===== src/rtl/matrix_operand_loader.sv =====
// Streams 32-bit words into the A/B operand arrays of the 4x4 multiplier,
// then holds them stable until the registered product is ready.
module matrix_operand_loader #(
  parameter int unsigned MULT_LATENCY = 1
) (
  input  logic         clk,
  input  logic         rst,
  input  logic         clr,
  input  logic         in_valid,
  output logic         in_ready,
  input  logic [31:0]  in_data,
  output logic [127:0] mat_A,
  output logic [127:0] mat_B,
  output logic         start,
  output logic         busy,
  output logic         done,
  input  logic         done_ack
);

  typedef enum logic [1:0] {
    S_LOAD_A,
    S_LOAD_B,
    S_WAIT,
    S_DONE
  } state_e;

  state_e       state_q, state_d;
  logic [1:0]   wcnt_q, wcnt_d;
  logic [3:0]   lat_q, lat_d;
  logic         start_q, start_d;
  logic [127:0] mat_a_q, mat_a_d;
  logic [127:0] mat_b_q, mat_b_d;
  logic         acc;

  always_ff @(posedge clk or posedge rst) begin
    if (rst) begin
      state_q <= S_LOAD_A;
      wcnt_q  <= 2'd0;
      lat_q   <= 4'd0;
      start_q <= 1'b0;
      mat_a_q <= '0;
      mat_b_q <= '0;
    end else begin
      state_q <= state_d;
      wcnt_q  <= wcnt_d;
      lat_q   <= lat_d;
      start_q <= start_d;
      mat_a_q <= mat_a_d;
      mat_b_q <= mat_b_d;
    end
  end

  always_comb begin
    state_d  = state_q;
    wcnt_d   = wcnt_q;
    lat_d    = lat_q;
    start_d  = 1'b0;
    mat_a_d  = mat_a_q;
    mat_b_d  = mat_b_q;
    in_ready = (state_q == S_LOAD_A) ||
               (state_q == S_LOAD_B);
    // a word coinciding with clr is dropped
    acc      = in_valid && in_ready && !clr;
    if (clr) begin
      state_d = S_LOAD_A;
      wcnt_d  = 2'd0;
    end else begin
      unique case (state_q)
        S_LOAD_A: begin
          if (acc) begin
            mat_a_d[{wcnt_q, 5'd0} +: 32] = in_data;
            wcnt_d = wcnt_q + 2'd1;
            if (wcnt_q == 2'd3) state_d = S_LOAD_B;
          end
        end
        S_LOAD_B: begin
          if (acc) begin
            mat_b_d[{wcnt_q, 5'd0} +: 32] = in_data;
            wcnt_d = wcnt_q + 2'd1;
            if (wcnt_q == 2'd3) begin
              state_d = S_WAIT;
              lat_d   = 4'(MULT_LATENCY - 1);
              start_d = 1'b1;
            end
          end
        end
        S_WAIT: begin
          if (lat_q == 4'd0) state_d = S_DONE;
          else               lat_d   = lat_q - 4'd1;
        end
        S_DONE: begin
          if (done_ack) state_d = S_LOAD_A;
        end
        default: state_d = S_LOAD_A;
      endcase
    end
  end

  assign mat_A = mat_a_q;
  assign mat_B = mat_b_q;
  assign start = start_q;
  assign busy  = (state_q == S_WAIT) ||
                 (state_q == S_DONE);
  assign done  = (state_q == S_DONE);

endmodule


===== config.mk =====
export PLATFORM = sky130hd
export DESIGN_NAME = matrix_operand_loader
export DESIGN_NICKNAME = d
export VERILOG_FILES = /design/src/rtl/matrix_operand_loader.sv
export SDC_FILE = /design/constraint.sdc
export NUM_CORES = 1
export LEC_CHECK = 0
export BUFFER_PORTS_ARGS = -buffer_cell sky130_fd_sc_hd__buf_2
export CAP_MARGIN = 20
export CORE_AREA = 8 8 168 170
export CTS_CLUSTER_DIAMETER = 150
export DETAILED_ROUTE_END_ITERATION = 8
export DIE_AREA = 0 0 176 178
export GPL_TIMING_DRIVEN = 0
export MAX_ROUTING_LAYER = met4
export PLACE_DENSITY = 0.66
export SLEW_MARGIN = 40
export SYNTH_ARGS = -nofsm -noshare
export SYNTH_HDL_FRONTEND = slang
export SYNTH_SLANG_ARGS = --single-unit

===== constraint.sdc =====
create_clock -name clk -period 10.61 [get_ports clk]
set_clock_uncertainty 0.05 [all_clocks]
set_input_delay 2.122 -clock clk [delete_from_list [all_inputs] [get_ports clk]]
set_output_delay 2.122 -clock clk [all_outputs]
set_load 0.01 [all_outputs]

==> After elaboration in Yosys (flattened, before gate mapping) <==
Index checks and enable logic that the tools add are counted.
{ "op_classes": {"n_eq_ne": 13, "n_mux": 21, "reduce_logical": 16, "addsub": 3, "n_bitwise": 1, "shift": 2} }
{ "ops": {"columns": ["cell", "n"], "rows": [
  ["bitwise mux 128 bit", 2],
  ["variable shift 32 x 9 -> 128 bit (first input constant)", 1],
  ["indexed part select 32 x 9 -> 128 bit", 1],
  ["two-way mux 2 bit", 10],
  ["two-way mux 4 bit", 3],
  ["inequality test 3 x 2 -> 1 bit (second input constant)", 3],
  ["inequality test 3 bit (second input constant)", 3],
  ["negation 7 -> 9 bit", 1],
  ["case mux 2 bit (4 select lines)", 1],
  ["case mux 4 bit (2 select lines)", 1],
  ["== test 2 bit (second input constant)", 3],
  ["AND reduction 3 bit", 2],
  ["AND reduction 6 bit", 1],
  ["nonzero test 2 bit", 3],
  ["AND reduction 5 bit", 1],
  ["zero test 4 bit", 1],
  ["two-way mux 1 bit", 4],
  ["inequality test 2 bit (second input constant)", 2],
  ["subtractor 4 x 1 -> 4 bit (second input constant)", 1],
  ["adder 2 x 1 -> 2 bit (second input constant)", 1],
  ["== test 2 x 1 -> 1 bit (second input constant)", 1],
  ["logical AND 1 bit", 2],
  ["zero test 2 bit", 1],
  ["logical OR 1 bit", 2],
  ["other kinds (5)", 5]
]} }
{ "totals": {"in_bits": 37, "output_inout_bits": 260, "regBits": 265, "wordCells": 62} }

==> Depth between registers and ports, before layout <==
Gate-level depths: netlist of the first run.
{ "depth": {"depth_word": 7, "mapped_depth": 8, "ltp_nobuf": 5} }

==> Worst setup path after synthesis of the first run <==
No wires, ideal clock.
{ "synth_path": {"kind": "input-to-reg", "startpoint": "input in_valid", "endpoint": "register state_q[0]", "path_slack_ps": 7370, "n_path_buf": 1, "t_arrival_ps": 3063, "stages": 4, "required_ps": 10433, "setup_time_ps": 127, "cell_sequence": "buf_2 nand2_1 a222oi_1 mux2_1"} }
{ "synth_via": {"elab_chain_cells": 4, "elab_cells_between_ends": 5, "classes_between": "2 x eq/ne; 3 x reduce/logical"} }
{ "synth_lines": {"columns": ["item", "line", "rtl"], "rows": [
  ["from (decl)", "9", "input logic in_valid,"],
  ["logical AND 1 bit (*) (2 in a row)", "63", "acc = in_valid && in_ready && !clr;"],
  ["inequality test 3 bit (no line)", null, null],
  ["AND reduction 6 bit (no line) (*)", null, null],
  ["to (signal assigned)", "44", "state_q <= state_d;"],
  ["to (decl)", "27", "state_e state_q, state_d;"]
]} }
Every way passes the cells marked *; elsewhere a longest branch is shown, timed or not.
A chain may end at the register's enable or synchronous reset.

==> Final worst setup path of the first run <==
{ "layout_path": {"startpoint": "register state_q[0]", "endpoint": "output in_ready"} }
{ "layout_via": {"elab_chain_cells": 2, "elab_cells_between_ends": 3, "classes_between": "1 x eq/ne; 2 x reduce/logical"} }
{ "layout_lines": {"columns": ["item", "line", "rtl"], "rows": [
  ["== test 2 x 1 -> 1 bit / zero test 2 bit (equally long branches)", "61, 60", null],
  ["logical OR 1 bit (*)", "60", "in_ready = (state_q == S_LOAD_A) ||"],
  ["to (decl)", "10", "output logic in_ready,"]
]} }
Marks and branches as above.

==> impl_metrics.toml, run 1 <==
[grt]
grt_max_degree = 84
grt_overflow = 0
antenna_found_initial = 0
grt_pass1_wl_um = 52010
grtUsageTotal_pct = 21.97
grt_pass1_vias = 8758

[final_layout]
layout_common_cells = "313 x buf_2, 290 x nand2_1, 265 x dfrtp_1, 176 x o21ai_0, 64 x a22o_1"
n_fill_cell = 2358
multi_input_comb_area_um2 = 3058
post-route-util_pct = 50.36
finish.net_count = 1311
area_delta_synth_final_pct = 29.02
insertedDiodeCount = 0
final_common_cell = "buf_2"
stdcell_count = 1619
stdcell_area_um2 = 12900
layout-drive-gt1-share_pct = 28.74
regArea_um2 = 6631

[setup_path]
crit_type = "register to output pin"
r2r_cells = 7
crit_path_max_fanout = 6
start_kind = "register"
rr_startpoint = "state_q[0]$_DFFE_PP0P_"
cp.arrival_ps = 1750
ff2ff_setup_slack_ps = 7750
required_ps = 8440
worstSetupEndpointType = "output pin"
regToRegEndpoint = "mat_A[18]$_DFFE_PP0P_"

[route]
viasPerCell = 5.193
drt_wl_total_um = 34020
drc = 0
wl_per_cell_um = 21.01
firstDrtPassIters = 4
routed-via-count = 8407
ant_nets = 0
drt_iter0_drc = 612

[clock_network]
clockRootBuffer = "clkbuf_16"
post-cts-setup-buffer-count = 0
clk_latency_ps = 520
clockBufferDepth = 3
clk_pin_slew_ps = 60
ctsHoldBuffers = 0
cts_buffers = 27
cts_tree = "built"
htree_levels = 1
clock-sinks = 265
cts_resized = 0

[placed_design]
hpwlAfterDp_um = 24790
placed_area_um2 = 11990
dpl_worst_slack_ps = 6178
placedCellCount = 1570
place_congestion = 0.7971
io_buffers = 296

[sta]
slew_violations = 0
fin_tns_setup_ps = 0
max_freq_mhz = 254.7
worstMarginPinSlew_ps = 752.4
worst_slack_ps = 6683
grt_setup_unrepaired = "false"
min_period_over_period_pct = 37.01
hold_violations = 0
finalCriticalPeriod_ps = 3927
whs_ps = 422.6
slew_headroom_pct = 49.57
setup_viol = 0

[hold_path]
hold_class = "register to register"
whs_path_depth = 2
hold_path_startpoint = "mat_B[109]$_DFFE_PP0P_"
whs_endpoint = "mat_B[109]$_DFFE_PP0P_"

[run]
max_cap_violations = 0

[pwr]
p_per_area_nw_per_um2 = 214.7
p_total_mw = 2.770
p_leak_nw = 6.670
vdd_drop_max_mv = 0.1295

[floorplanning]
core.rowCount = 59
die_x_um = 176
initial_core_util_pct = 39.04
core_area_um2 = 25620
die-area_um2 = 31330
ios = 297
die_height_um = 178

[synthesis]
synth_fp_nets = 983
synthDistinctLibCells = 30
seq_area_frac_synth_pct = 66.32
syn_inst = 936
synth_top_area_share_pct = 66.32
avgSynthCellArea_um2 = 10.68
ys_ff_latch = 265
yosys_warnings = 0
syn_area_um2 = 10000
synth_area_leaders = "dfrtp_1 66%, nand2_1 11%, o21ai_0 8.8%"
synth_top_area_cell = "dfrtp_1"

[run_status]
status = "completed"
[per-layer routing]
layer	part of all wire [%]	GRT usage, %
met4	2.2	5.864
met5	0	-
met3	7.9	4.784
met2	48	35.41
met1	42	27.83
[flip-flops by register name, summed over array words and instances (netlist names)]
| signal | cells |
|---|---|
| mat_B | 128 |
| state_q | 2 |
| wcnt_q | 2 |
| mat_A | 128 |
| start | 1 |
| lat_q | 4 |
[power breakdown]
part / internal, mW / leakage (nW) / total, mW / switching, mW
Clock: 0.573 / 0.441 / 0.965 / 0.393
Combinational: 0.231 / 2.60 / 0.552 / 0.320
Sequential: 1.16 / 3.63 / 1.25 / 0.0924
Total: 1.97 / 6.67 / 2.77 / 0.805
[critical path, cell delays in order, from the launching register on]
cell and delay [ps]:
dfrtp_1 400, inv_1 90, ha_1 190, clkbuf_1 160
or2_4 260, buf_2 140
[cell usage after synthesis]
cell type and count:
a22oi_1 1, inv_1 12, o21ai_0 176, nor3_2 2, a21boi_0 1, nor2_1 4
ha_1 10, or4b_1 1, mux2i_1 3, a22o_1 64, and3b_1 1, nand2_1 290
clkbuf_1 45, o21ai_1 17, or3b_1 1, or3_1 1, nand4b_1 8, buf_6 1
nand2b_1 3, dfrtp_1 265, or3b_2 1, o22ai_1 3, xnor2_1 1, mux2_1 1
a2bb2oi_1 2, or2_2 1, buf_2 17, nor3b_2 2, or2_4 1, a222oi_1 1
[logic make-up (layout without fill, tap and decap cells)]
logic type      count (synthesis)  count (layout)  synth area share, %
xor+xnor                        1               1              0.08760
simple gates                  316             316                12.95
compound gates                265             265                15.88
mux                             4               4               0.4129
fa+ha+maj                      10              10                1.251
buf+inv                        75             423                3.103
flops                         265             265                66.32
[how the worst max path moves through the flow]
stage / start / endpoint / slack, ps / cells past startpoint
6_report: state_q[0]$_DFFE_PP0P_ / in_ready / 6680 / 5
5_1_grt: state_q[0]$_DFFE_PP0P_ / in_ready / 6600 / 5
4_1_cts: state_q[0]$_DFFE_PP0P_ / in_ready / 6670 / 5
2_1_floorplan: rst / lat_q[0]$_DFFE_PP0P_ / 1140 / 1
3_5_place_dp: in_valid / mat_A[19]$_DFFE_PP0P_ / 6180 / 6
3_3_place_gp: rst / mat_A[13]$_DFFE_PP0P_ / -1760 / 2
[final cells by class]
cell class | instances | share of cell area, %
inverter | 12 | 0.4073
clock buffer | 40 | 6.236
clock inverter | 9 | 0.8244
buffer | 63 | 2.056
sequential | 265 | 51.40
multi-input combinational | 596 | 23.70
tap | 335 | 3.249
timing repair buffer | 299 | 12.12
Note: power is estimated with default switching activity, not from simulation.
==> run 2, diff against run 1 <==
--- a/config.mk
+++ b/config.mk
@@ -13,7 +13,7 @@
 export DIE_AREA = 0 0 176 178
 export GPL_TIMING_DRIVEN = 0
 export MAX_ROUTING_LAYER = met4
-export PLACE_DENSITY = 0.66
+export PLACE_DENSITY = 0.68
 export SLEW_MARGIN = 40
 export SYNTH_ARGS = -nofsm -noshare
 export SYNTH_HDL_FRONTEND = slang
==> constraint.sdc (replaced) <==
create_clock -name clk -period 3.6 [get_ports clk]
set_clock_uncertainty 0.05 [all_clocks]
set_input_delay 0.72 -clock clk [delete_from_list [all_inputs] [get_ports clk]]
set_output_delay 0.72 -clock clk [all_outputs]
set_load 0.01 [all_outputs]
==> run 2 against run 1 <==
Combinational power grew to 3.0 times the previous value. Flip-flop and latch count is the same. Critical path type is now register to register. Global-route usage grew 0.28 points. Clock power grew to 3.1 times the previous value. Highest routed layer unchanged. Critical path depth grew 1. Power grew to 3.0 times the previous value. Worst hold slack lost 220 ps.
==> impl_metrics.toml, run 2 (same netlist as run 1, synthesis figures left out) <==
[run_status]
status = "completed"

[floorplanning]
core_area_um2 = 25620
ios = 297
die-area_um2 = 31330
initial_core_util_pct = 39.04
die_x_um = 176
core.rowCount = 59
die_height_um = 178

[clock_network]
cts_buffers = 28
clock-sinks = 265
clockRootBuffer = "clkbuf_16"
clk_pin_slew_ps = 60
clockBufferDepth = 3
htree_levels = 1
cts_resized = 0
ctsHoldBuffers = 0
post-cts-setup-buffer-count = 0
clk_latency_ps = 530
cts_tree = "built"

[sta]
finalCriticalPeriod_ps = 2824
grt_setup_unrepaired = "false"
fin_tns_setup_ps = 0
setup_viol = 0
whs_ps = 200.6
min_period_over_period_pct = 78.45
slew_violations = 0
hold_violations = 0
worstMarginPinSlew_ps = 797.9
slew_headroom_pct = 46.53
max_freq_mhz = 354.1

[setup_path]
crit_family = "simple AND/OR/NAND/NOR gates"
path_buf_inv = 2
crit_slowest_cell = "nor3_2"
crit_type = "register to register"
crit_path_max_fanout = 10
setup.worst_path.start = "wcnt_q[0]$_DFFE_PP0P_"
worstSetupEndpointType = "register"
max_stage_delay_ps = 740
cp.arrival_ps = 3240
regToRegEndpoint = "mat_A[18]$_DFFE_PP0P_"
r2r_cells = 6
rr_startpoint = "wcnt_q[0]$_DFFE_PP0P_"
crit_end = "mat_A[18]$_DFFE_PP0P_"
ff2ff_setup_slack_ps = 780
crit_chain = "inv_1 -> ha_1 -> nand4b_1 -> nor3_2 -> buf_2 -> a22o_1"
required_ps = 4020
start_kind = "register"
crit_cells = 6

[route]
drt_wl_total_um = 34550
routed-via-count = 8545
ant_nets = 0
wl_per_cell_um = 21.22
firstDrtPassIters = 5
viasPerCell = 5.249
drt_iter0_drc = 650
drc = 0

[pwr]
power_frac_comb_pct = 19.9
switchingPower_mw = 2.412
p_per_area_nw_per_um2 = 632.4
p_total_mw = 8.345
seq_power_share_pct = 44.3
p_leak_nw = 6.808
switching_share_pct = 28.90
power.internal_mw = 5.933
vdd_drop_max_mv = 0.4788
pwr-share-clk_pct = 35.8

[final_layout]
stdcell_area_um2 = 13200
final_common_cell = "buf_2"
finish.net_count = 1322
stdcell_count = 1628
area_delta_synth_final_pct = 31.96
insertedDiodeCount = 0
layout-drive-gt1-share_pct = 29.39
layout_common_cells = "313 x buf_2, 290 x nand2_1, 265 x dfrtp_1, 176 x o21ai_0, 64 x a22o_1"

[placed_design]
placed_area_um2 = 12230
hpwlAfterDp_um = 25690
placedCellCount = 1580
io_buffers = 296
place_congestion = 0.7934

[grt]
grt_pass1_vias = 8973
grtUsageTotal_pct = 22.25
grt_max_degree = 26
antenna_found_initial = 0
grt_overflow = 0
grt_pass1_wl_um = 53070

[hold_path]
hold_class = "primary input to async pin"

[run]
max_cap_violations = 0
## run 2: worst min-delay path by stage
stage	start	end	cells after the start
after detailed placement	mat_A[95]$_DFFE_PP0P_	mat_A[95]$_DFFE_PP0P_	2
after global placement	mat_B[74]$_DFFE_PP0P_	mat_B[74]$_DFFE_PP0P_	2
after floorplan	mat_A[100]$_DFFE_PP0P_	mat_A[100]$_DFFE_PP0P_	2
after global routing	rst	mat_B[38]$_DFFE_PP0P_	2
final	rst	mat_B[6]$_DFFE_PP0P_	2
after CTS	rst	mat_B[38]$_DFFE_PP0P_	2
## run 2: per-layer routing
layer / up-vias / track usage, % / share of wire, %
met5: - / - / 0
met4: 0 / 7.312 / 3.2
met3: 68 / 4.467 / 7.1
met2: 347 / 35.49 / 47
met1: 4288 / 28.22 / 43
li1: 3842 / - / -
## run 2: final cells by class
class	instances	area, µm²
clock buffers	38	819.5
clock inverters	10	141.4
repair buffers	309	1812
plain buffers	63	265.3
flip-flops and latches	265	6631
multi-input cells	596	3058
fillers	2378	12420
well taps	335	419.2
inverters	12	48.80
## run 2: power groups by stage
stage,Clock [mW],Sequential (mW),Combinational [mW]
after floorplan,0,3.90,0.676
after global placement,0,3.74,1.61
after detailed placement,0,3.73,1.70
after CTS,3.03,3.69,1.70
after global routing,3.15,3.75,1.82
final,2.98,3.70,1.66
## run 2: stage by stage
stage	worst slack, ps	utilization [%]
4_1_cts	696.1	51.51
5_1_grt	665.1	51.51
3_5_place_dp	636.7	47.76
2_1_floorplan	-667.5	-
3_3_place_gp	-2219	46.47
6_report	775.8	51.51
==> run 3, diff against run 2 <==
--- a/config.mk
+++ b/config.mk
@@ -5,15 +5,16 @@
 export SDC_FILE = /design/constraint.sdc
 export NUM_CORES = 1
 export LEC_CHECK = 0
+export ABC_AREA = 1
 export BUFFER_PORTS_ARGS = -buffer_cell sky130_fd_sc_hd__buf_2
 export CAP_MARGIN = 20
-export CORE_AREA = 8 8 168 170
+export CORE_AREA = 8 8 176 178
 export CTS_CLUSTER_DIAMETER = 150
 export DETAILED_ROUTE_END_ITERATION = 8
-export DIE_AREA = 0 0 176 178
+export DIE_AREA = 0 0 184 186
 export GPL_TIMING_DRIVEN = 0
 export MAX_ROUTING_LAYER = met4
-export PLACE_DENSITY = 0.68
+export PLACE_DENSITY = 0.67
 export SLEW_MARGIN = 40
 export SYNTH_ARGS = -nofsm -noshare
 export SYNTH_HDL_FRONTEND = slang
==> constraint.sdc (replaced) <==
create_clock -name clk -period 2.54 [get_ports clk]
set_clock_uncertainty 0.05 [all_clocks]
set_input_delay 0.508 -clock clk [delete_from_list [all_inputs] [get_ports clk]]
set_output_delay 0.508 -clock clk [all_outputs]
set_load 0.01 [all_outputs]
==> run 3 against run 2 <==
Global-route usage rose by 0.13 points. Wire length rose by 9.4%. Cell count rose by 29%. Non-clock buffer count rose by 2. Critical endpoint is now busy.
==> impl_metrics.toml, run 3 <==
[final_layout]
finish.net_count = 1751
final_common_cell = "nand2_1"
stdcell_area_um2 = 14220
layout_common_cells = "810 x nand2_1, 310 x buf_2, 264 x dfrtp_1, 96 x nor2_1, 45 x inv_1"
layout-drive-gt1-share_pct = 23.55
post-route-util_pct = 50.36
area_delta_synth_final_pct = 28.39
insertedDiodeCount = 0

[route]
ant_nets = 0
top_layer = "met4"
wl_per_cell_um = 17.93
drc = 0
wl_met2_um = 17220
routed-via-count = 10140
drt_iter0_drc = 735
drt_wl_total_um = 37790
met1Wirelength_um = 16090
viasPerCell = 4.808
routed-wl-met3_um = 3167
firstDrtPassIters = 5

[synthesis]
synth_edf_count = 0
synth_area_leaders = "dfrtp_1 60%, nand2_1 27%, nor2_1 3.3%"
synth_fp_nets = 1412
synth.most_common_cell = "nand2_1"
syn_area_um2 = 11080
seq_area_frac_synth_pct = 59.87
synthDistinctLibCells = 23
yosys_warnings = 0
async_reset_ff_share_pct = 100.0
synthTopCellsByCount = "810 x nand2_1, 265 x dfrtp_1, 96 x nor2_1, 46 x inv_1, 42 x nor3_1"
synth_top_area_cell = "dfrtp_1"
ys_ff_latch = 265
ys.flop_type = "dfrtp_1"
avgSynthCellArea_um2 = 8.115
syn_inst = 1365
synth_top_area_share_pct = 59.87

[sta]
worst_slack_ps = 265.8
setup_viol = 0
slew_violations = 0
max_freq_mhz = 439.7
fin_tns_setup_ps = 0
min_period_over_period_pct = 89.53
slew_headroom_pct = 56.31
worstMarginPinSlew_ps = 655.4
grt_setup_unrepaired = "false"
finalCriticalPeriod_ps = 2274
hold_violations = 0

[placed_design]
io_buffers = 296
dpl_worst_slack_ps = 86.99
hpwlAfterDp_um = 29090
place_congestion = 0.8915
placed_area_um2 = 13320

[clock_network]
clock-sinks = 265
cts_buffers = 28
htree_levels = 1
clockBufferDepth = 3
clockRootBuffer = "clkbuf_16"
clk_latency_ps = 530
cts_tree = "built"
clk_pin_slew_ps = 60
post-cts-setup-buffer-count = 0

[floorplanning]
core_area_um2 = 28240
core.rowCount = 62
ios = 297
die_x_um = 184
die_height_um = 186
initial_core_util_pct = 39.23
die-area_um2 = 34220

[setup_path]
start_kind = "register"
crit_slowest_cell = "dfrtp_1"
crit_path_max_fanout = 4
cp.arrival_ps = 1720
crit_family = "flip-flops"
required_ps = 1980
crit_type = "register to output pin"
max_stage_delay_ps = 400
path_buf_inv = 2
crit_chain = "inv_1 -> ha_1 -> or2_2 -> buf_2"
worstSetupEndpointType = "output pin"

[pwr]
power.internal_mw = 8.094
switching_share_pct = 34.27
switchingPower_mw = 4.220
pwr-share-clk_pct = 32.3
vdd_drop_max_mv = 0.5897
p_per_area_nw_per_um2 = 865.9
p_total_mw = 12.31
seq_power_share_pct = 42.2
power_frac_comb_pct = 25.5
p_leak_nw = 8.767

[hold_path]
hold_class = "primary input to register"

[run]
max_cap_violations = 0

[grt]
grtUsageTotal_pct = 22.39
grt_pass1_vias = 10190
grt_overflow = 0
grt_pass1_wl_um = 57940
antenna_found_initial = 0
grt_max_degree = 26

[run_status]
status = "completed"
==> run 3: cell types whose count changed in the layout (fill, tap and decap cells not counted), sizes merged, moves of 5 or more <==
| cell | before | now |
|---|---|---|
| nor2 | 4 | 98 |
| a22o | 64 | 0 |
| nand2 | 290 | 817 |
| nor3 | 2 | 42 |
| inv | 11 | 53 |
| clkbuf | 83 | 72 |
| buf | 327 | 342 |
| o21ai | 193 | 3 |
| nand3 | 0 | 5 |
| nand4b | 8 | 0 |
==> run 3: metal layers <==
layer | vias to the layer above | GRT usage [%]
li1 | 4774 | -
met5 | - | -
met3 | 78 | 5.466
met2 | 416 | 35.17
met1 | 4868 | 28.10
met4 | 0 | 7.551
==> run 3: layout make-up <==
class	instances	area (µm²)
timing repair buffer	309	1769
sequential	265	6633
buffer	65	332.8
tap	384	480.5
multi-input combinational	980	3910
inverter	55	210.2
clock inverter	9	75.07
fill	2760	14020
clock buffer	41	810.8
==> run 3: path summary, 6_finish.rpt <==
| kind | from | to | slack [ps] | cells past startpoint |
|---|---|---|---|---|
| worst max register to register | wcnt_q[0]$_DFFE_PP0P_ | mat_B[92]$_DFFE_PP0P_ | 270 | 9 |
| worst min register to register | mat_A[31]$_DFFE_PP0P_ | mat_A[31]$_DFFE_PP0P_ | 420 | 2 |
| worst min-delay path | clr | state_q[0]$_DFFE_PP0P_ | 90 | 2 |
| min in group asynchronous | rst | mat_A[121]$_DFFE_PP0P_ | 500 | 3 |
| max in group asynchronous | rst | mat_A[95]$_DFFE_PP0P_ | 870 | 7 |
| worst max-delay path | state_q[0]$_DFFE_PP0P_ | busy | 270 | 4 |
==> run 3: timing repair <==
item | 4_1_cts | 5_1_grt
setup endpoints to repair | 0 | 87
hold buffers | 1 | 0
gates resized for setup | 0 | 6
hold endpoints to repair | 14 | 0
==> run 3: metrics by stage <==
stage / hold WS, ps / std cells
final: 86.01 / 2108
after floorplan: 414.5 / 1365
after CTS: 63.26 / 2108
after detailed placement: 405.7 / 2057
after global placement: 401.2 / 2045
after global routing: 67.71 / 2108
==> run 3: power by group through the flow <==
stage                     Combinational, mW  Clock (mW)  Sequential, mW
final                                  3.14        3.97            5.20
after global routing                   3.53        4.22            5.26
after global placement                 3.04           0            5.25
after CTS                              3.17        4.06            5.19
after detailed placement               3.16           0            5.25
after floorplan                        1.59           0            5.42
==> run 3: cell families after synthesis <==
group	count (synthesis)	share of synthesized area, %
adder cells (fa/ha/maj)	10	1.130
AO/OA/AOI/OAI	5	0.2372
buffers and inverters	120	4.835
AND/OR/NAND/NOR	964	33.85
XOR/XNOR	1	0.07908
flip-flops	265	59.87
